<file path="src/rtl/if_id_queue_pkg.sv">
// if_id_queue_pkg: shared constants for the fetch/decode instruction buffer
// and the instruction predecoder.
//   ZERO_WORD   - bubble value driven on pc/inst when the queue is empty
//   RST_ENABLE  - active level of the synchronous reset
//   OPC_*       - opcode[6:2] values of RV32I control-flow instructions
//   is_ctrl_opcode() - true for branch, jalr and jal opcodes
package if_id_queue_pkg;

  localparam logic [31:0] ZERO_WORD  = 32'h0000_0000;
  localparam logic        RST_ENABLE = 1'b1;

  localparam logic [4:0] OPC_BRANCH = 5'b11000;
  localparam logic [4:0] OPC_JALR   = 5'b11001;
  localparam logic [4:0] OPC_JAL    = 5'b11011;

  function automatic logic is_ctrl_opcode(input logic [4:0] opc);
    return (opc == OPC_BRANCH) || (opc == OPC_JALR) || (opc == OPC_JAL);
  endfunction

endpackage

</file>
<file path="src/rtl/if_id_queue_inst_predecode.sv">
// inst_predecode: purely combinational control-flow detector.
//   inst    (in)  instruction word
//   is_ctrl (out) 1 when opcode[6:2] is branch, jalr or jal
// Shared with the fetch stage for branch prediction, so it only looks at
// the opcode field and carries no state.
module inst_predecode
  import if_id_queue_pkg::*;
#(
  parameter int INST_W = 32
) (
  input  logic [INST_W-1:0] inst,
  output logic              is_ctrl
);

  // Only the opcode field matters; the remaining bits are deliberately ignored.
  logic unused_bits;
  assign unused_bits = ^{inst[INST_W-1:7], inst[1:0]};

  assign is_ctrl = is_ctrl_opcode(inst[6:2]);

endmodule

</file>
<file path="src/rtl/if_id_queue.sv">
// if_id_queue: DEPTH-entry ring buffer of (pc, inst) pairs between fetch
// and decode, with valid/ready on both sides and a one-cycle flush.
//   clk, rst      clock, synchronous active-high reset
//   rdy           global enable; when low all state holds
//   in_valid/in_ready, in_pc, in_inst      fetch side (in_ready = !full)
//   out_valid/out_ready, out_pc, out_inst  decode side, zero bubble when empty
//   out_is_ctrl   head instruction is branch/jalr/jal (0 when empty)
//   flush         discard all entries (decode redirect)
//   count         current occupancy
module if_id_queue
  import if_id_queue_pkg::*;
#(
  parameter int DEPTH  = 4,
  parameter int ADDR_W = 32,
  parameter int INST_W = 32
) (
  input  logic                       clk,
  input  logic                       rst,
  input  logic                       rdy,
  input  logic                       in_valid,
  output logic                       in_ready,
  input  logic [ADDR_W-1:0]          in_pc,
  input  logic [INST_W-1:0]          in_inst,
  output logic                       out_valid,
  input  logic                       out_ready,
  output logic [ADDR_W-1:0]          out_pc,
  output logic [INST_W-1:0]          out_inst,
  output logic                       out_is_ctrl,
  input  logic                       flush,
  output logic [$clog2(DEPTH+1)-1:0] count
);

  localparam int PTR_W = $clog2(DEPTH);
  localparam int CNT_W = $clog2(DEPTH+1);

  logic [ADDR_W-1:0] pc_mem   [DEPTH];
  logic [INST_W-1:0] inst_mem [DEPTH];

  logic [PTR_W-1:0] head;
  logic [PTR_W-1:0] tail;
  logic             full;
  logic             empty;
  logic             push;
  logic             pop;
  logic             head_ctrl;

  assign full  = (count == CNT_W'(DEPTH));
  assign empty = (count == '0);

  // in_ready looks at occupancy only, so there is no out_ready -> in_ready path.
  assign in_ready  = !full;
  assign out_valid = !empty;

  assign push = rdy & in_valid & in_ready & !flush;
  assign pop  = rdy & out_valid & out_ready & !flush;

  // Control: pointers and occupancy. Pointers are PTR_W bits and DEPTH is a
  // power of two, so increments wrap without an explicit compare.
  always_ff @(posedge clk) begin
    if (rst == RST_ENABLE) begin
      head  <= '0;
      tail  <= '0;
      count <= '0;
    end else if (rdy) begin
      if (flush) begin
        head  <= '0;
        tail  <= '0;
        count <= '0;
      end else begin
        if (push) tail <= tail + PTR_W'(1);
        if (pop)  head <= head + PTR_W'(1);
        case ({push, pop})
          2'b10:   count <= count + CNT_W'(1);
          2'b01:   count <= count - CNT_W'(1);
          default: count <= count;
        endcase
      end
    end
  end

  // Storage: not reset; stale slots are never visible because out_valid
  // and the bubble gating depend on count alone.
  always_ff @(posedge clk) begin
    if (push) begin
      pc_mem[tail]   <= in_pc;
      inst_mem[tail] <= in_inst;
    end
  end

  // Output: combinational read of the head slot, forced to zero when empty.
  assign out_pc   = empty ? ADDR_W'(ZERO_WORD) : pc_mem[head];
  assign out_inst = empty ? INST_W'(ZERO_WORD) : inst_mem[head];

  inst_predecode #(
    .INST_W (INST_W)
  ) u_predecode (
    .inst    (inst_mem[head]),
    .is_ctrl (head_ctrl)
  );

  assign out_is_ctrl = out_valid & head_ctrl;

endmodule

</file>
<file path="config.mk">
export PLATFORM = sky130hd
export DESIGN_NAME = if_id_queue
export DESIGN_NICKNAME = d
export VERILOG_FILES = /design/src/rtl/if_id_queue_pkg.sv /design/src/rtl/if_id_queue_inst_predecode.sv /design/src/rtl/if_id_queue.sv
export SDC_FILE = /design/constraint.sdc
export NUM_CORES = 1
export LEC_CHECK = 0
export CORE_UTILIZATION = 32
export CTS_CLUSTER_SIZE = 10
export DETAILED_ROUTE_END_ITERATION = 8
export PLACE_DENSITY_LB_ADDON = 0.1
export SLEW_MARGIN = 20
export SYNTH_ARGS = -nofsm -noshare
export SYNTH_HDL_FRONTEND = slang
export SYNTH_SLANG_ARGS = --single-unit
</file>
<file path="constraint.sdc">
create_clock -name clk -period 4 [get_ports clk]
set_input_delay 0.4 -clock clk [delete_from_list [all_inputs] [get_ports clk]]
set_output_delay 0.4 -clock clk [all_outputs]
set_load 0.02 [all_outputs]
</file>
==> flow_summary.toml, run 1 <==
[logic_synthesis]
yosys_warnings = 0
synth-seq-area-share = 0.770
ys_dominant_reg_cell = "edfxtp_1"
synthTopCellsByArea = "edfxtp_1, mux4_2, and2_1"
synth_top_cell_by_area = "edfxtp_1"
postSynthAreaPerCell_sq_um = 21.5
synth-seq-cells = 265
syn_inst = 474
synthTopCellsByCount = "edfxtp_1, and2_1, mux4_2"
synth_edf_count = 256
synth_top_area_share = 0.753
ys_types = 34
synth_nets = 549
synth_area_sq_mm = 0.0102
synthArstFlopShare = 0
yosysMostFrequentCell = "edfxtp_1"

[detailed_routing]
wire_per_inst_um = 20.7
viasPerCell = 4.79
detail-route-antenna-nets = 0
vias = 5064
drc = 0
met2_wirelength_mm = 10.7
met3WireLength_mm = 1.13
top_layer_used = "met5"
drtIter0Drc = 269
drt_wl_total_mm = 21.9
met1Wirelength_mm = 9.79
drt_pass1_iterations = 6

[power_and_ir_drop]
internal_power_uw = 4620
power_frac_comb = 0.037
p_sw_frac = 0.192
power_density_mw_per_mm2 = 438
vdd_ir_drop_max_uv = 287
p_leak_uw = 0.00408
pwr-share-clk = 0.425
p_sw_uw = 1100
p_seq_frac = 0.539

[clock_tree]
worstSkewPairLatency_ns = 0.53
post_cts.repair.setup_buffers = 0
clkTransAtPathRegs_ns = 0.05
clock-sinks = 265
cts_max_path_buffers = 3
cts_hold_buf = 0
cts_tree = "done"
cts_buffers = 31
htreeDepth = 1
cts-root-buf = "clkbuf_16"
ctsResizeCount = 0

[floorplan]
start_util = 0.325
ioPinCount = 140
die_w_um = 181
die-area_sq_mm = 0.0326
die_h_um = 181
core.rowCount = 65
core_area_sq_mm = 0.0315

[cells_and_area]
fin_area_sq_mm = 0.0130
seq_area_sq_mm = 0.00788
area_delta_synth_final_pct = 27.6
diodes = 0
multi_input_area_sq_mm = 0.00224
fillers = 2770
nNetsFinal = 712
drive_gt1_frac = 0.183

[setup_path]
critPathArrivalTime_ns = 2.91
critPathRequiredTime_ns = 3.60
crit_type = "reg2out"
reg2reg_slack_ns = 1.30
critical_path.max_fanout = 25
cp-start-kind = "register"
endpoint_kind = "output port"

[timing]
worst_pin_slew_ns = 0.763
finClkSkew_ns = 0.00498
maxSlewViolCount = 0
min_period_ns = 3.31
finalSetupViolations = 0
fmax_ghz = 0.302
rsz0062_at_grt = "no"
relSlewSlack = 0.492
setup_tns_ns = 0
hold_viol_final = 0
setup_ws_ns = 0.692
fin_crit_sh = 0.827

[status]
status = "finished clean"

[grt]
overflow = 0
grt_pass1_vias = 5597
antenna_found_initial = 1
grt_first_pass_wirelength_mm = 33.4
grt_max_degree = 51
grt_usage = 0.135

[hold_path]
min_path_type = "in2reg"

[placement]
dp_hpwl_mm = 13.4
portBuffers = 139
dp_slack_ns = 0.960
placed_area_sq_mm = 0.0122
place.gp.congestion = 0.710

[flow_run]
drv_cap = 0
==> cell usage in the layout (no fill, tap or decap), types with 2 or more instances in the layout <==
cell type	netlist	final
a31oi_1	2	2
nand2_1	2	2
clkdlybuf4s50_1	0	139
nand2b_1	2	2
dfxtp_1	9	7
buf_12	0	3
dfxtp_4	0	2
nor2_1	6	6
and2_1	68	64
clkbuf_1	15	17
mux2i_1	3	3
nor3_1	2	2
and2_4	0	4
inv_1	5	5
a311oi_1	2	2
nor2b_1	4	4
o21ai_0	2	2
mux4_2	64	64
buf_4	0	12
edfxtp_1	256	256
ha_1	4	4
clkbuf_16	0	31
a21oi_1	3	3
==> area by class of cell <==
cell class	count	area share
Clock inverter	2	0.000672
Multi-Input combinational cell	180	0.172
Inverter	5	0.00144
Tap cell	402	0.0386
Timing Repair Buffer	154	0.118
Clock buffer	49	0.0655
Sequential cell	265	0.604
==> cells by family after synthesis <==
logic type | count (synthesis) | share of synthesized area
multiplexers | 67 | 0.144
flip-flops | 265 | 0.770
AND/OR/NAND/NOR | 91 | 0.0548
adder cells (fa/ha/maj) | 5 | 0.00686
buffers and inverters | 29 | 0.0118
AO/OA/AOI/OAI | 16 | 0.0114
XOR/XNOR | 1 | 0.000858
==> state kept, by name, indices dropped and copies added, names as in the netlist, named ones only <==
name,flops
inst_mem,128
pc_mem,128
count,3
head,2
tail,2
==> critical path, stage by stage (launching register included) <==
cell and delay [ns]:
dfxtp_1 0.52, or3_2 0.53, buf_4 0.39, and2_1 0.27, clkdlybuf4s50_1 0.64
==> power by group through the flow <==
| stage | Sequential [uW] | Combinational, uW | Clock, uW |
|---|---|---|---|
| 2_1_floorplan | 3140 | 68.8 | 0 |
| 3_3_place_gp | 3130 | 208 | 0 |
| 3_5_place_dp | 3140 | 212 | 0 |
| 4_1_cts | 3080 | 213 | 2510 |
| 5_1_grt | 3080 | 225 | 2620 |
| 6_report | 3080 | 209 | 2430 |
==> worst paths after layout <==
check            from      endpoint  cells after the start
min          in_pc[7]  pc_mem[3][7]                      1
min reg2reg   head[0]      register                      1
max          count[0]  out_inst[15]                      4
max reg2reg  count[1]      count[2]                      7
==> per-stage QoR <==
| step | util | hold slack [ns] | std cells | total power, uW |
|---|---|---|---|---|
| 2_1_floorplan | - | 0.458 | 474 | 3210 |
| 3_3_place_gp | 0.387 | 0.506 | 1006 | 3340 |
| 3_5_place_dp | 0.387 | 0.489 | 1006 | 3350 |
| 4_1_cts | 0.414 | 0.472 | 1057 | 5800 |
| 5_1_grt | 0.414 | 0.476 | 1057 | 5920 |
| 6_report | 0.414 | 0.505 | 1057 | 5710 |
==> per-layer routing <==
layer | global-route usage | vias to the layer above
met2 | 0.225 | 129
li1 | - | 2250
met1 | 0.179 | 2657
met3 | 0.0317 | 26
met4 | 0.0325 | 2
met5 | 0 | -
(Power assumes the default switching activity.)
==> run 2: changes to the inputs <==
==> constraint.sdc (replaced) <==
create_clock -name clk -period 3.3 [get_ports clk]
set_input_delay 0.33 -clock clk [delete_from_list [all_inputs] [get_ports clk]]
set_output_delay 0.33 -clock clk [all_outputs]
set_load 0.02 [all_outputs]
==> flow_summary.toml, run 2 (synthesized netlist as in run 1, its figures left out) <==
[status]
status = "finished clean"

[detailed_routing]
drt_pass1_iterations = 4
drtIter0Drc = 241
viasPerCell = 4.74
wire_per_inst_um = 20.2
vias = 5000
drc = 0
drt_wl_total_mm = 21.4
detail-route-antenna-nets = 0

[timing]
finalSetupViolations = 0
hold_viol_final = 0
setup_tns_ns = 0
min_period_ns = 2.99
fmax_ghz = 0.334
worst_pin_slew_ns = 0.588
fin_crit_sh = 0.906
finClkSkew_ns = 0.0128
relSlewSlack = 0.605
maxSlewViolCount = 0
rsz0062_at_grt = "no"
hold-worst-slack_ns = 0.425

[grt]
antenna_found_initial = 3
grt_first_pass_wirelength_mm = 32.9
grt_max_degree = 39
grt_usage = 0.132
overflow = 0
grt_pass1_vias = 5594

[power_and_ir_drop]
power_frac_comb = 0.037
pwr-share-clk = 0.420
p_sw_uw = 1320
vdd_ir_drop_max_uv = 299
internal_power_uw = 5560
p_leak_uw = 0.00411
p_seq_frac = 0.543
total_power_uw = 6870
p_sw_frac = 0.192
power_density_mw_per_mm2 = 523

[cells_and_area]
fin_area_sq_mm = 0.0131
nNetsFinal = 714
top_regs = "inst_mem: 128 flops, pc_mem: 128 flops, count: 3 flops"
diodes = 0
layout_common_cells = "edfxtp_1, clkdlybuf4s50_1, mux4_2, and2_1, clkbuf_16"
fillers = 2774
area_delta_synth_final_pct = 28.7
drive_gt1_frac = 0.188
layout_commonest_cell = "edfxtp_1"

[setup_path]
critPathArrivalTime_ns = 2.66
critical_path.max_fanout = 13
cp-start-kind = "register"
endpoint_kind = "output port"
crit_type = "reg2out"
critPathRequiredTime_ns = 2.97

[placement]
dp_hpwl_mm = 12.7
place.gp.congestion = 0.692
portBuffers = 139
placed_area_sq_mm = 0.0123

[clock_tree]
cts_tree = "done"
worstSkewPairLatency_ns = 0.54
cts-root-buf = "clkbuf_16"
cts_buffers = 31
htreeDepth = 1
clock-sinks = 265
cts_max_path_buffers = 3
clkTransAtPathRegs_ns = 0.06

[floorplan]
core.rowCount = 65
die_h_um = 181
ioPinCount = 140
core_area_sq_mm = 0.0315
start_util = 0.325
die_w_um = 181
die-area_sq_mm = 0.0326

[hold_path]
min_path_type = "in2reg"

[flow_run]
drv_cap = 0
## run 2: cell types whose count changed in the layout (fill, tap and decap cells not counted), sizes merged
cell | previous run | this run
clkinv | 2 | 3
clkbuf | 49 | 43
buf | 15 | 17
inv | 5 | 6
## run 2: critical path: stages, from the launching register on
cell,delay [ns]
dfxtp_4,0.57
buf_4,0.30
mux4_2,0.52
and2_1,0.18
clkdlybuf4s50_1,0.54
## run 2: area by class of cell
class	count	area, sq um	area share
clock buffer	43	821	0.0624
clock inverter	4	20.0	0.00152
inverter	5	18.8	0.00143
multi-input combinational	180	2240	0.170
sequential	265	7880	0.599
tap	402	503	0.0383
timing repair buffer	156	1670	0.127
## run 2: power groups by stage
| stage | Clock [uW] | Sequential (uW) | Combinational (uW) |
|---|---|---|---|
| after floorplan | 0 | 3800 | 83.4 |
| after global placement | 0 | 3800 | 248 |
| after detailed placement | 0 | 3800 | 256 |
| after CTS | 3000 | 3730 | 257 |
| after global routing | 3100 | 3730 | 275 |
| final | 2890 | 3730 | 253 |
## run 2: stage by stage
| step | utilization | cells | setup WS (ns) |
|---|---|---|---|
| after floorplan | - | 474 | 0.331 |
| after global placement | 0.390 | 1007 | 0.577 |
| after detailed placement | 0.390 | 1007 | 0.465 |
| after CTS | 0.417 | 1054 | 0.00549 |
| after global routing | 0.418 | 1055 | 0.170 |
| final | 0.418 | 1055 | 0.310 |
## run 2: routing by layer
layer / share of wire / wire [um] / global-route usage
met1: 0.42 / 9030 / 0.165
met2: 0.50 / 10600 / 0.226
met3: 0.056 / 1190 / 0.0333
met4: 0.022 / 460 / 0.0403
met5: 0.0013 / 27 / 0
## run 2: worst paths after layout
check / start / to / slack (ns) / cells past startpoint
setup / recovery: register / out_pc[31] / 0.31 / 4
hold / removal: in_inst[27] / inst_mem[3][27] / 0.42 / 1
setup reg to reg: count[1] / count[2] / 0.78 / 7
hold reg to reg: head[0] / register / 0.49 / 1
## run 2: timing repair
action / CTS / global route
endpoints found under the hold margin: 0 / 0
hold buffers: 0 / 0
setup buffers: 0 / 1
resized for setup: 0 / 0
endpoints found under the setup margin: 0 / 18
==> run 3: changes to the inputs <==
--- a/config.mk
+++ b/config.mk
@@ -6,6 +6,7 @@
 export NUM_CORES = 1
 export LEC_CHECK = 0
 export CORE_UTILIZATION = 32
+export CTS_CLUSTER_DIAMETER = 120
 export CTS_CLUSTER_SIZE = 10
 export DETAILED_ROUTE_END_ITERATION = 8
 export PLACE_DENSITY_LB_ADDON = 0.1
==> flow_summary.toml, run 3 (synthesized netlist as in run 1, its figures left out) <==
[timing]
worst_pin_slew_ns = 0.604
fin_crit_sh = 0.906
rsz0062_at_grt = "no"
relSlewSlack = 0.594
finalSetupViolations = 0
fmax_ghz = 0.335
setup_tns_ns = 0
hold_viol_final = 0
finClkSkew_ns = 0.0177
maxSlewViolCount = 0
min_period_ns = 2.99

[setup_path]
endpoint = "out_pc[31]"
reg2regPathDepth = 7
reg2reg_slack_ns = 0.78
endpoint_kind = "output port"
cp-start-kind = "register"
critical_path.max_fanout = 13
critPathRequiredTime_ns = 2.97
reg2reg_from = "count[1]"
crit_type = "reg2out"
critPathArrivalTime_ns = 2.66
reg2reg_to = "count[2]"

[grt]
grt_max_degree = 39
grt_first_pass_wirelength_mm = 32.9
grt_pass1_vias = 5551
grt_usage = 0.132
overflow = 0
antenna_found_initial = 3

[power_and_ir_drop]
power_density_mw_per_mm2 = 522
vdd_ir_drop_max_uv = 308
p_leak_uw = 0.00410

[floorplan]
die-area_sq_mm = 0.0326
core_area_sq_mm = 0.0315
start_util = 0.325
ioPinCount = 140
die_h_um = 181
core.rowCount = 65
die_w_um = 181

[cells_and_area]
finish.utilization = 0.417
layout_common_cells = "edfxtp_1, clkdlybuf4s50_1, mux4_2, and2_1, clkbuf_16"
area_delta_synth_final_pct = 28.6
nNetsFinal = 713
top_regs = "inst_mem: 128 flops, pc_mem: 128 flops, count: 3 flops"
diodes = 0
layout_commonest_cell = "edfxtp_1"
drive_gt1_frac = 0.186

[clock_tree]
cts_tree = "done"
cts_max_path_buffers = 3
cts-root-buf = "clkbuf_16"
htreeDepth = 1
clock-sinks = 265
worstSkewPairLatency_ns = 0.54
clkTransAtPathRegs_ns = 0.06
cts_buffers = 30

[flow_run]
drv_cap = 0

[status]
status = "finished clean"

[detailed_routing]
detail-route-antenna-nets = 0
drt_wl_total_mm = 21.4
drt_pass1_iterations = 4
drtIter0Drc = 253
drc = 0
vias = 5012
viasPerCell = 4.76
wire_per_inst_um = 20.3

[placement]
place.gp.congestion = 0.692
dp_hpwl_mm = 12.7
portBuffers = 139

[hold_path]
min_path_type = "in2reg"
[run 3: cell count changes in the layout (fill, tap and decap cells not counted), sizes merged]
cell	before	now
clkinvlp	0	1
clkinv	3	0
inv	6	5
[run 3: worst max-delay path, cell delays in order (launching register included)]
cell,delay [ns]
dfxtp_4,0.58
buf_4,0.30
mux4_2,0.52
and2_1,0.18
clkdlybuf4s50_1,0.54
[run 3: power breakdown]
part | switching, uW | internal, uW | total [uW]
Clock | 1180 | 1690 | 2870
Sequential | 8.33 | 3720 | 3730
Combinational | 116 | 137 | 253
[run 3: how the worst min path moves through the flow]
stage	startpoint	to	slack [ns]	depth (start not counted)
2_1_floorplan	rst	count[2]	0.40	1
3_3_place_gp	head[0]	register	0.48	1
3_5_place_dp	head[0]	register	0.48	1
4_1_cts	in_pc[14]	pc_mem[0][14]	0.39	1
5_1_grt	in_pc[11]	pc_mem[2][11]	0.42	1
6_report	in_pc[11]	pc_mem[0][11]	0.43	1
[run 3: per-layer routing]
layer | wire [um] | share of wire | track usage | up-vias
met4 | 497 | 0.023 | 0.0400 | 4
met3 | 1070 | 0.050 | 0.0287 | 45
met2 | 10700 | 0.50 | 0.226 | 137
li1 | - | - | - | 2245
met1 | 9080 | 0.43 | 0.168 | 2581
met5 | 27 | 0.0013 | 0 | -
[run 3: layout make-up]
cell class | count | area, sq um
sequential | 265 | 7880
multi-input combinational | 180 | 2240
fill | 2779 | 18300
timing repair buffer | 156 | 1670
inverter | 5 | 18.8
clock buffer | 43 | 821
tap | 402 | 503
clock inverter | 1 | 7.51
[run 3: timing repair]
item	CTS	global route
setup endpoints to repair	0	17
resized for setup	0	0
setup buffers	0	1
hold buffers	0	0
endpoints found under the hold margin	0	0
[run 3: through the flow]
step / setup slack, ns / total power [uW] / cell area [sq um] / std cells / hold slack [ns]
2_1_floorplan: 0.331 / 3890 / 10200 / 474 / 0.399
3_3_place_gp: 0.577 / 4050 / 12300 / 1007 / 0.485
3_5_place_dp: 0.465 / 4060 / 12300 / 1007 / 0.484
4_1_cts: 0.00903 / 6950 / 13100 / 1051 / 0.394
5_1_grt: 0.175 / 7090 / 13100 / 1052 / 0.418
6_report: 0.312 / 6850 / 13100 / 1052 / 0.426
